--- src/rtl/calc_alu_ctrl_pkg.sv ---
// Shared encodings for the hex calculator ALU controller.
package calc_alu_ctrl_pkg;

    localparam int DEF_WIDTH = 32;

    typedef enum logic [1:0] {
        OP_ADD = 2'b00,
        OP_SUB = 2'b01,
        OP_MUL = 2'b10,
        OP_ILL = 2'b11
    } op_e;

    // state   | meaning
    // ST_IDLE | waiting for a command, cmd_ready high
    // ST_EXEC | single add/sub cycle through the external datapath
    // ST_MUL  | shift-add multiply in progress, datapath lent to the mul sequencer
    // ST_DONE | result latched, holding rsp_valid until rsp_ready
    typedef enum logic [1:0] {
        ST_IDLE = 2'b00,
        ST_EXEC = 2'b01,
        ST_MUL  = 2'b10,
        ST_DONE = 2'b11
    } state_e;

endpackage

--- src/rtl/calc_alu_ctrl_mul_seq.sv ---
// Unsigned shift-add multiplier that borrows the external adder through dp_*.
module calc_alu_ctrl_mul_seq
    import calc_alu_ctrl_pkg::*;
#(
    parameter int WIDTH = DEF_WIDTH
) (
    input  logic             clk_i,
    input  logic             rst_i,
    input  logic             start_i,
    input  logic [WIDTH-1:0] a_i,
    input  logic [WIDTH-1:0] b_i,
    input  logic [WIDTH-1:0] dp_sum_i,
    input  logic             dp_c_out_i,
    output logic [WIDTH-1:0] dp_a_o,
    output logic [WIDTH-1:0] dp_b_o,
    output logic             done_o,
    output logic [WIDTH-1:0] prod_lo_o,
    output logic             prod_hi_nz_o
);

    localparam int CNT_W = $clog2(WIDTH);
    localparam logic [CNT_W-1:0] CNT_LAST = CNT_W'(WIDTH - 1);

    logic [WIDTH-1:0] acc_hi_q, acc_hi_d;
    logic [WIDTH-1:0] acc_lo_q, acc_lo_d;
    logic [WIDTH-1:0] mcand_q, mcand_d;
    logic [CNT_W-1:0] cnt_q, cnt_d;
    logic             run_q, run_d;

    // Next-state: load on start, otherwise one add-and-shift step per cycle while running.
    always_comb begin
        acc_hi_d = acc_hi_q;
        acc_lo_d = acc_lo_q;
        mcand_d  = mcand_q;
        cnt_d    = cnt_q;
        run_d    = run_q;
        if (start_i) begin
            acc_hi_d = '0;
            acc_lo_d = b_i;
            mcand_d  = a_i;
            cnt_d    = '0;
            run_d    = 1'b1;
        end else if (run_q) begin
            if (acc_lo_q[0]) begin
                acc_hi_d = {dp_c_out_i, dp_sum_i[WIDTH-1:1]};
                acc_lo_d = {dp_sum_i[0], acc_lo_q[WIDTH-1:1]};
            end else begin
                acc_hi_d = {1'b0, acc_hi_q[WIDTH-1:1]};
                acc_lo_d = {acc_hi_q[0], acc_lo_q[WIDTH-1:1]};
            end
            cnt_d = cnt_q + CNT_W'(1);
            if (cnt_q == CNT_LAST) begin
                run_d = 1'b0;
            end
        end
    end

    // Accumulator, multiplicand and iteration counter registers.
    always_ff @(posedge clk_i or posedge rst_i) begin
        if (rst_i) begin
            acc_hi_q <= '0;
            acc_lo_q <= '0;
            mcand_q  <= '0;
            cnt_q    <= '0;
            run_q    <= 1'b0;
        end else begin
            acc_hi_q <= acc_hi_d;
            acc_lo_q <= acc_lo_d;
            mcand_q  <= mcand_d;
            cnt_q    <= cnt_d;
            run_q    <= run_d;
        end
    end

    assign dp_a_o       = acc_hi_q;
    assign dp_b_o       = mcand_q;
    // Final product is presented combinationally so the top can latch it on the last step.
    assign done_o       = run_q && (cnt_q == CNT_LAST);
    assign prod_lo_o    = acc_lo_d;
    assign prod_hi_nz_o = |acc_hi_d;

endmodule

--- src/rtl/calc_alu_ctrl.sv ---
// Command sequencer for the calculator add/sub datapath, with shift-add MUL.
module calc_alu_ctrl
    import calc_alu_ctrl_pkg::*;
#(
    parameter int WIDTH = DEF_WIDTH
) (
    input  logic             clk_i,
    input  logic             rst_i,
    input  logic             cmd_valid_i,
    output logic             cmd_ready_o,
    input  logic [1:0]       cmd_op_i,
    input  logic [WIDTH-1:0] cmd_a_i,
    input  logic [WIDTH-1:0] cmd_b_i,
    output logic [WIDTH-1:0] dp_a_o,
    output logic [WIDTH-1:0] dp_b_o,
    output logic             dp_sub_o,
    input  logic [WIDTH-1:0] dp_sum_i,
    input  logic             dp_c_out_i,
    output logic             rsp_valid_o,
    input  logic             rsp_ready_i,
    output logic [WIDTH-1:0] rsp_data_o,
    output logic             rsp_flag_o,
    output logic             rsp_err_o
);

    state_e           state_q, state_d;
    logic [WIDTH-1:0] a_q, a_d;
    logic [WIDTH-1:0] b_q, b_d;
    logic             sub_q, sub_d;
    logic             rsp_valid_q, rsp_valid_d;
    logic [WIDTH-1:0] rsp_data_q, rsp_data_d;
    logic             rsp_flag_q, rsp_flag_d;
    logic             rsp_err_q, rsp_err_d;

    logic             mul_start;
    logic             mul_done;
    logic [WIDTH-1:0] mul_dp_a, mul_dp_b, mul_lo;
    logic             mul_hi_nz;

    calc_alu_ctrl_mul_seq #(.WIDTH(WIDTH)) u_mul (
        .clk_i        (clk_i),
        .rst_i        (rst_i),
        .start_i      (mul_start),
        .a_i          (cmd_a_i),
        .b_i          (cmd_b_i),
        .dp_sum_i     (dp_sum_i),
        .dp_c_out_i   (dp_c_out_i),
        .dp_a_o       (mul_dp_a),
        .dp_b_o       (mul_dp_b),
        .done_o       (mul_done),
        .prod_lo_o    (mul_lo),
        .prod_hi_nz_o (mul_hi_nz)
    );

    // Next-state and response logic.
    always_comb begin
        state_d     = state_q;
        a_d         = a_q;
        b_d         = b_q;
        sub_d       = sub_q;
        rsp_valid_d = rsp_valid_q;
        rsp_data_d  = rsp_data_q;
        rsp_flag_d  = rsp_flag_q;
        rsp_err_d   = rsp_err_q;
        mul_start   = 1'b0;
        unique case (state_q)
            ST_IDLE: begin
                if (cmd_valid_i) begin
                    unique case (cmd_op_i)
                        OP_ADD, OP_SUB: begin
                            a_d     = cmd_a_i;
                            b_d     = cmd_b_i;
                            sub_d   = cmd_op_i[0];
                            state_d = ST_EXEC;
                        end
                        OP_MUL: begin
                            mul_start = 1'b1;
                            state_d   = ST_MUL;
                        end
                        default: begin
                            rsp_err_d  = 1'b1;
                            rsp_data_d = '0;
                            rsp_flag_d = 1'b0;
                            state_d    = ST_DONE;
                        end
                    endcase
                end
            end
            ST_EXEC: begin
                // Carry out inverts to borrow in subtract mode.
                rsp_data_d = dp_sum_i;
                rsp_flag_d = dp_c_out_i ^ sub_q;
                rsp_err_d  = 1'b0;
                state_d    = ST_DONE;
            end
            ST_MUL: begin
                if (mul_done) begin
                    rsp_data_d = mul_lo;
                    rsp_flag_d = mul_hi_nz;
                    rsp_err_d  = 1'b0;
                    state_d    = ST_DONE;
                end
            end
            default: begin
                if (rsp_valid_q && rsp_ready_i) begin
                    rsp_valid_d = 1'b0;
                    state_d     = ST_IDLE;
                end else begin
                    rsp_valid_d = 1'b1;
                end
            end
        endcase
    end

    // State and response registers.
    always_ff @(posedge clk_i or posedge rst_i) begin
        if (rst_i) begin
            state_q     <= ST_IDLE;
            a_q         <= '0;
            b_q         <= '0;
            sub_q       <= 1'b0;
            rsp_valid_q <= 1'b0;
            rsp_data_q  <= '0;
            rsp_flag_q  <= 1'b0;
            rsp_err_q   <= 1'b0;
        end else begin
            state_q     <= state_d;
            a_q         <= a_d;
            b_q         <= b_d;
            sub_q       <= sub_d;
            rsp_valid_q <= rsp_valid_d;
            rsp_data_q  <= rsp_data_d;
            rsp_flag_q  <= rsp_flag_d;
            rsp_err_q   <= rsp_err_d;
        end
    end

    assign cmd_ready_o = (state_q == ST_IDLE) && !rst_i;
    assign dp_a_o      = (state_q == ST_MUL) ? mul_dp_a : a_q;
    assign dp_b_o      = (state_q == ST_MUL) ? mul_dp_b : b_q;
    assign dp_sub_o    = (state_q == ST_MUL) ? 1'b0 : sub_q;
    assign rsp_valid_o = rsp_valid_q;
    assign rsp_data_o  = rsp_data_q;
    assign rsp_flag_o  = rsp_flag_q;
    assign rsp_err_o   = rsp_err_q;

endmodule
--- config.mk ---
export PLATFORM = sky130hd
export DESIGN_NAME = calc_alu_ctrl
export DESIGN_NICKNAME = d
export VERILOG_FILES = /design/src/rtl/calc_alu_ctrl_pkg.sv /design/src/rtl/calc_alu_ctrl_mul_seq.sv /design/src/rtl/calc_alu_ctrl.sv
export SDC_FILE = /design/constraint.sdc
export NUM_CORES = 1
export LEC_CHECK = 0
export CORE_MARGIN = 3
export CORE_UTILIZATION = 25
export CTS_CLUSTER_DIAMETER = 30
export DETAILED_ROUTE_END_ITERATION = 7
export SLEW_MARGIN = 20
export SYNTH_ARGS = -nofsm -noshare
export SYNTH_HDL_FRONTEND = slang
export SYNTH_SLANG_ARGS = --single-unit
--- constraint.sdc ---
create_clock -name clk_i -period 8.5 [get_ports clk_i]
set_input_delay 1.7 -clock clk_i [delete_from_list [all_inputs] [get_ports clk_i]]
set_output_delay 1.7 -clock clk_i [all_outputs]
set_load 0.01 [all_outputs]
### Word level (Yosys, flattened, before mapping)

Cells that the tools add are included.
Widths: inputs -> output; s select.

| storage, ports and cells | value |
|---|---|
| bits in registers | 204 |
| input bits | 103 |
| output and inout bits | 101 |
| word-level logic and storage cells | 74 |

| cells by class | value |
|---|---|
| mux-type cells | 35 |
| eq/ne operators | 8 |
| add/sub/neg operators | 1 |
| bitwise operators | 1 |
| reductions and logical operators | 16 |

Operator list:

| kind | number |
|---|---|
| $mux 32 | 11 |
| $pmux 32 s3 | 1 |
| $reduce_or 32->1 | 1 |
| $mux 1 | 14 |
| $mux 5 | 2 |
| $mux 2 | 3 |
| $ne 2x2->1 const B | 3 |
| $pmux 1 s3 | 2 |
| $pmux 2 s3 | 1 |
| $reduce_and 3->1 | 2 |
| $reduce_or 3->1 | 2 |
| $add 5x1->5 const B | 1 |
| $eq 5x5->1 const B | 1 |
| $eq 2x1->1 const B | 2 |
| $eq 2x2->1 const B | 2 |
| $logic_not 2->1 | 2 |
| $pmux 2 s2 | 1 |
| $reduce_and 4->1 | 1 |
| $reduce_bool 4->1 | 1 |
| $logic_and 1x1->1 | 3 |
| $reduce_bool 3->1 | 1 |
| $reduce_bool 2->1 | 1 |
| $reduce_or 2->1 | 1 |
| $logic_not 1->1 | 1 |
| $xor 1x1->1 | 1 |

### Longest topological paths before layout

| depth | value |
|---|---|
| depth after elaboration | 8 |
| depth in mapped cells | 10 |
| depth with buffers taken out | 8 |

### By module

From an unflattened synthesis, not the netlist that was laid out.

| second synthesis, totals | value |
|---|---|
| cells, all modules | 779 |
| area, all modules | 9,882.0 µm² |

Modules (own cells, without submodules):

| module | times used | seq. area each (µm²) | area an instance (µm²) | cells each |
|---|---|---|---|---|
| calc_alu_ctrl | 1 | 2,552.4 | 5,305.1 | 390 |
| calc_alu_ctrl_mul_seq | 1 | 2,552.4 | 4,576.9 | 389 |

### Least setup slack after synthesis

OpenSTA, ideal clock, no wires.

| timing | value |
|---|---|
| kind | input -> output |
| from | input port rst_i |
| to | output port cmd_ready_o |
| cell stages on the path | 1 |
| path slack | 4,922 ps |
| required time | 6,800 ps |
| data arrival time | 1,878 ps |
| path buffers | 0 |
| cell sequence | nor2b_1 |

| on the way | value |
|---|---|
| longest elaborated chain between the ends | 2 |

Ends and longest elaborated chain:

| item | line | RTL |
|---|---|---|
| start: declaration | calc_alu_ctrl.sv:8 | `input logic rst_i,` |
| $logic_not 1->1 (no line) | n/a |  |
| $logic_and 1x1->1 | calc_alu_ctrl.sv:138 | `assign cmd_ready_o = (state_q == ST_IDLE) && !rst_i;` |
| end: declaration | calc_alu_ctrl.sv:10 | `output logic cmd_ready_o,` |

No other way between the ends.

### Worst setup path in the final report

| timing | value |
|---|---|
| from | register state_q[0] |
| to | output port dp_b_o[3] |

| on the way | value |
|---|---|
| longest elaborated chain between the ends | 2 |

Ends and longest elaborated chain:

| item | line | RTL |
|---|---|---|
| start: declaration | calc_alu_ctrl.sv:26 | `state_e state_q, state_d;` |
| start signal: assignment | calc_alu_ctrl.sv:127 | `state_q <= state_d;` |
| $eq 2x2->1 | calc_alu_ctrl.sv:140 | `assign dp_b_o = (state_q == ST_MUL) ? mul_dp_b : b_q;` |
| $mux 32 | calc_alu_ctrl.sv:140 |  |
| end: declaration | calc_alu_ctrl.sv:15 | `output logic [WIDTH-1:0] dp_b_o,` |

No other way between the ends.

==> out/qor.yml <==
yosys:
  syn_area_sq_um: 9756
  syn_area_per_cell_sq_um: 10.82
  synth_ff_type: "dfrtp_1"
  yosysTopAreaCellShare_pct: 52.33
  ys.warnings.count: 0
  async_flop_share_pct: 100.0
  ys_top_cells_by_area: "dfrtp_1 52%, mux2_2 15%, nand2_1 6.6%"
  syn_nets: 1012
  yosysSeqAreaShare_pct: 52.33
  synth_cell_types: 47
  synth_edf_count: 0
  synth_top_area_cell: "dfrtp_1"
  syn_inst: 902
  synth-seq-cells: 204
worst_setup_path:
  end_kind: "output pin"
  crit_arrival_ps: 3410
  cp_max_fo: 53
  reg2reg_from: "u_mul.run_q"
  crit_start: "state_q[0]"
  critPathKind: "register to output pin"
  crit_path_start_kind: "register"
  crit_required_ps: 6800
grt:
  grt_pass1_vias: 8066
  grt_usage_pct: 15.57
  grt_overflow_total: 0
  grt_pass1_wl_mm: 49.82
  antenna_found_initial: 3
  grt_start_max_net_pins: 128
cts:
  htreeDepth: 2
  cts_resized: 0
  cts_buffers: 56
  ctsHoldBuffers: 0
  path_clk_slew_ps: 40
  clock_latency_ps: 580
  cts_tree: "done"
  clk_path_buf_depth: 3
  cts_root_buf: "clkbuf_16"
  post_cts_buffers: 0
  clock-sinks: 204
floorplan:
  num_io_pins: 204
  die_h_um: 203.5
  coreArea_sq_um: 38020
  start_util_pct: 25.66
  num_rows: 71
  dieArea_sq_um: 41430
  die_w_um: 203.5
sta:
  fmax_mhz: 195.8
  finalHoldViolations: 0
  fin_setup_tns_ps: 0
  slew_violations: 0
  tightest_slew_ps: 960.5
  worst_slack_ps: 3392
  post-route-period-util_pct: 60.09
  rsz0062_at_grt: "no"
  slew_headroom_pct: 35.96
  setup_viol: 0
  skew_ps: 21.49
  fin_crit_ps: 5108
worst_hold_path:
  hp-start: "u_mul.dp_b_o[17]"
  holdCritPathClass: "register to register"
power:
  p_int_mw: 4.471
  swShare_pct: 32.68
  powerDensity_nw_per_um2: 460.8
  pwr-share-seq_pct: 28.0
  ir_drop_mv: 0.1988
  p_leak_nw: 6.162
  power_frac_comb_pct: 36.0
  pwr-share-clk_pct: 36.0
  p_sw_mw: 2.170
  p_total_mw: 6.641
placement:
  dp_hpwl_mm: 21.53
  portBuffers: 203
  place.gp.congestion: 0.7564
  pre_cts_ws_ps: 3900
  dpl.cell_count: 1560
final_layout:
  final_layout_size_suffix_gt1_share_pct: 21.39
  syn_to_final_growth_pct: 47.71
  fillers: 3798
  final_core_util_pct: 37.90
  stdcell_count: 1667
  fin_nets: 1218
detailed_routing:
  drc: 0
  via_count: 7737
  detail_route.wirelength_mm: 32.31
  avgRoutedWirePerCell_um: 19.38
  routed_via_density: 4.641
  drtIter0Drc: 362
  dr.pass1.iters: 5
  ant_nets: 0
run_status:
  status: "completed"
job:
  cap_violations: 0
## flip-flops by register name (all words and copies together), names as in the netlist, 2 cells and up
signal / flops
u_mul.acc_lo_q: 32
u_mul.dp_b_o: 32
rsp_data_o: 32
b_q: 32
a_q: 32
u_mul.dp_a_o: 32
state_q: 2
u_mul.cnt_q: 5
## final timing paths
path	cells after the start	end	slack (ps)
setup / recovery	5	dp_b_o[3]	3390
hold / removal	2	u_mul.dp_b_o[17]	460
setup reg to reg	6	rsp_flag_o	5310
hold reg to reg	2	u_mul.dp_b_o[17]	460
max in group asynchronous	3	rsp_data_o[16]	5440
min in group asynchronous	2	rsp_data_o[30]	1730
## cells in the final DEF (no fill, tap or decap), types with 2 or more instances in the layout
cell type          n
o21a_1             2
clkbuf_8           8
inv_1              5
nor4_1             7
clkinv_2           8
clkinvlp_4         6
a22oi_1           36
nor2b_1            3
buf_4              9
and3_1             3
o32a_1             2
ha_1               6
o21ai_0           49
nor3_1             9
a21oi_1           11
or3_1              2
clkbuf_16         56
clkdlybuf4s50_1  203
o21ai_1           30
mux2i_1           64
mux2_2           129
dfrtp_1          202
xor2_1             3
nand2_1          172
clkbuf_1           7
nor2_1            45
a31oi_1            2
nor3b_1            2
bufinv_16         16
a211oi_1          27
clkinv_4           2
## cell families after synthesis
family / share of synthesized area, %
DFF: 52.33
AOI/OAI and AO/OA: 10.63
xor gates and xnor gates: 0.3592
adders and majority gates: 0.8977
and+or+nand+nor: 10.97
muxes: 21.46
buffers and inverters: 3.360
## critical path, stage by stage, from the launching register on
cell and delay [ps]:
dfrtp_1 410, inv_1 150, ha_4 650, buf_4 640, mux2_2 410, clkdlybuf4s50_1 490
## area by class of cell
type	instances	area (sq um)	share of cell area, %
well taps	511	639.4	4.437
flip-flops and latches	204	5110	35.46
multi-input cells	626	4352	30.20
clock inverters	34	608.1	4.220
inverters	6	30.03	0.2084
clock buffers	71	1538	10.67
diodes	1	2.502	0.01737
repair buffers	214	2131	14.79
## per-stage QoR
step / hold WS (ps) / area (sq um)
2_1_floorplan: 440.1 / 9756
3_3_place_gp: 451.4 / 12240
3_5_place_dp: 456.8 / 12240
4_1_cts: 468.2 / 14380
5_1_grt: 487.5 / 14410
6_report: 464.8 / 14410
## power by group through the flow
stage | clock network [mW] | logic [mW] | registers (mW)
floorplan | 0 | 1.47 | 1.70
global placement | 0 | 2.37 | 1.86
detailed placement | 0 | 2.41 | 1.87
CTS | 2.43 | 2.43 | 1.87
global route | 2.49 | 2.62 | 1.93
finish | 2.39 | 2.39 | 1.86
## per-layer routing
layer	share of wire, %	routed length, um	track usage, %
met2	47	15160	24.94
met5	0.093	30	0
met1	44	14250	20.34
met3	6.8	2202	4.374
met4	2.1	667	5.211
## synthesized netlist by cell type, types with 2 or more instances
| master | instances |
|---|---|
| mux2i_1 | 64 |
| and3_1 | 3 |
| xor2_1 | 3 |
| nor4_1 | 7 |
| nand2_1 | 172 |
| buf_2 | 27 |
| a21oi_1 | 11 |
| mux2_2 | 129 |
| o21ai_0 | 49 |
| o21a_1 | 2 |
| nor3b_1 | 2 |
| o21ai_1 | 30 |
| clkbuf_1 | 28 |
| inv_1 | 6 |
| buf_4 | 4 |
| a211oi_1 | 27 |
| and4b_1 | 2 |
| or3_1 | 2 |
| nor2b_1 | 3 |
| o32a_1 | 2 |
| dfrtp_1 | 204 |
| nand3_1 | 2 |
| nor3_1 | 9 |
| a22oi_1 | 36 |
| ha_1 | 7 |
| nor2_1 | 45 |
| buf_1 | 5 |
| a31oi_1 | 2 |
Power figures use the tool's default switching activity.
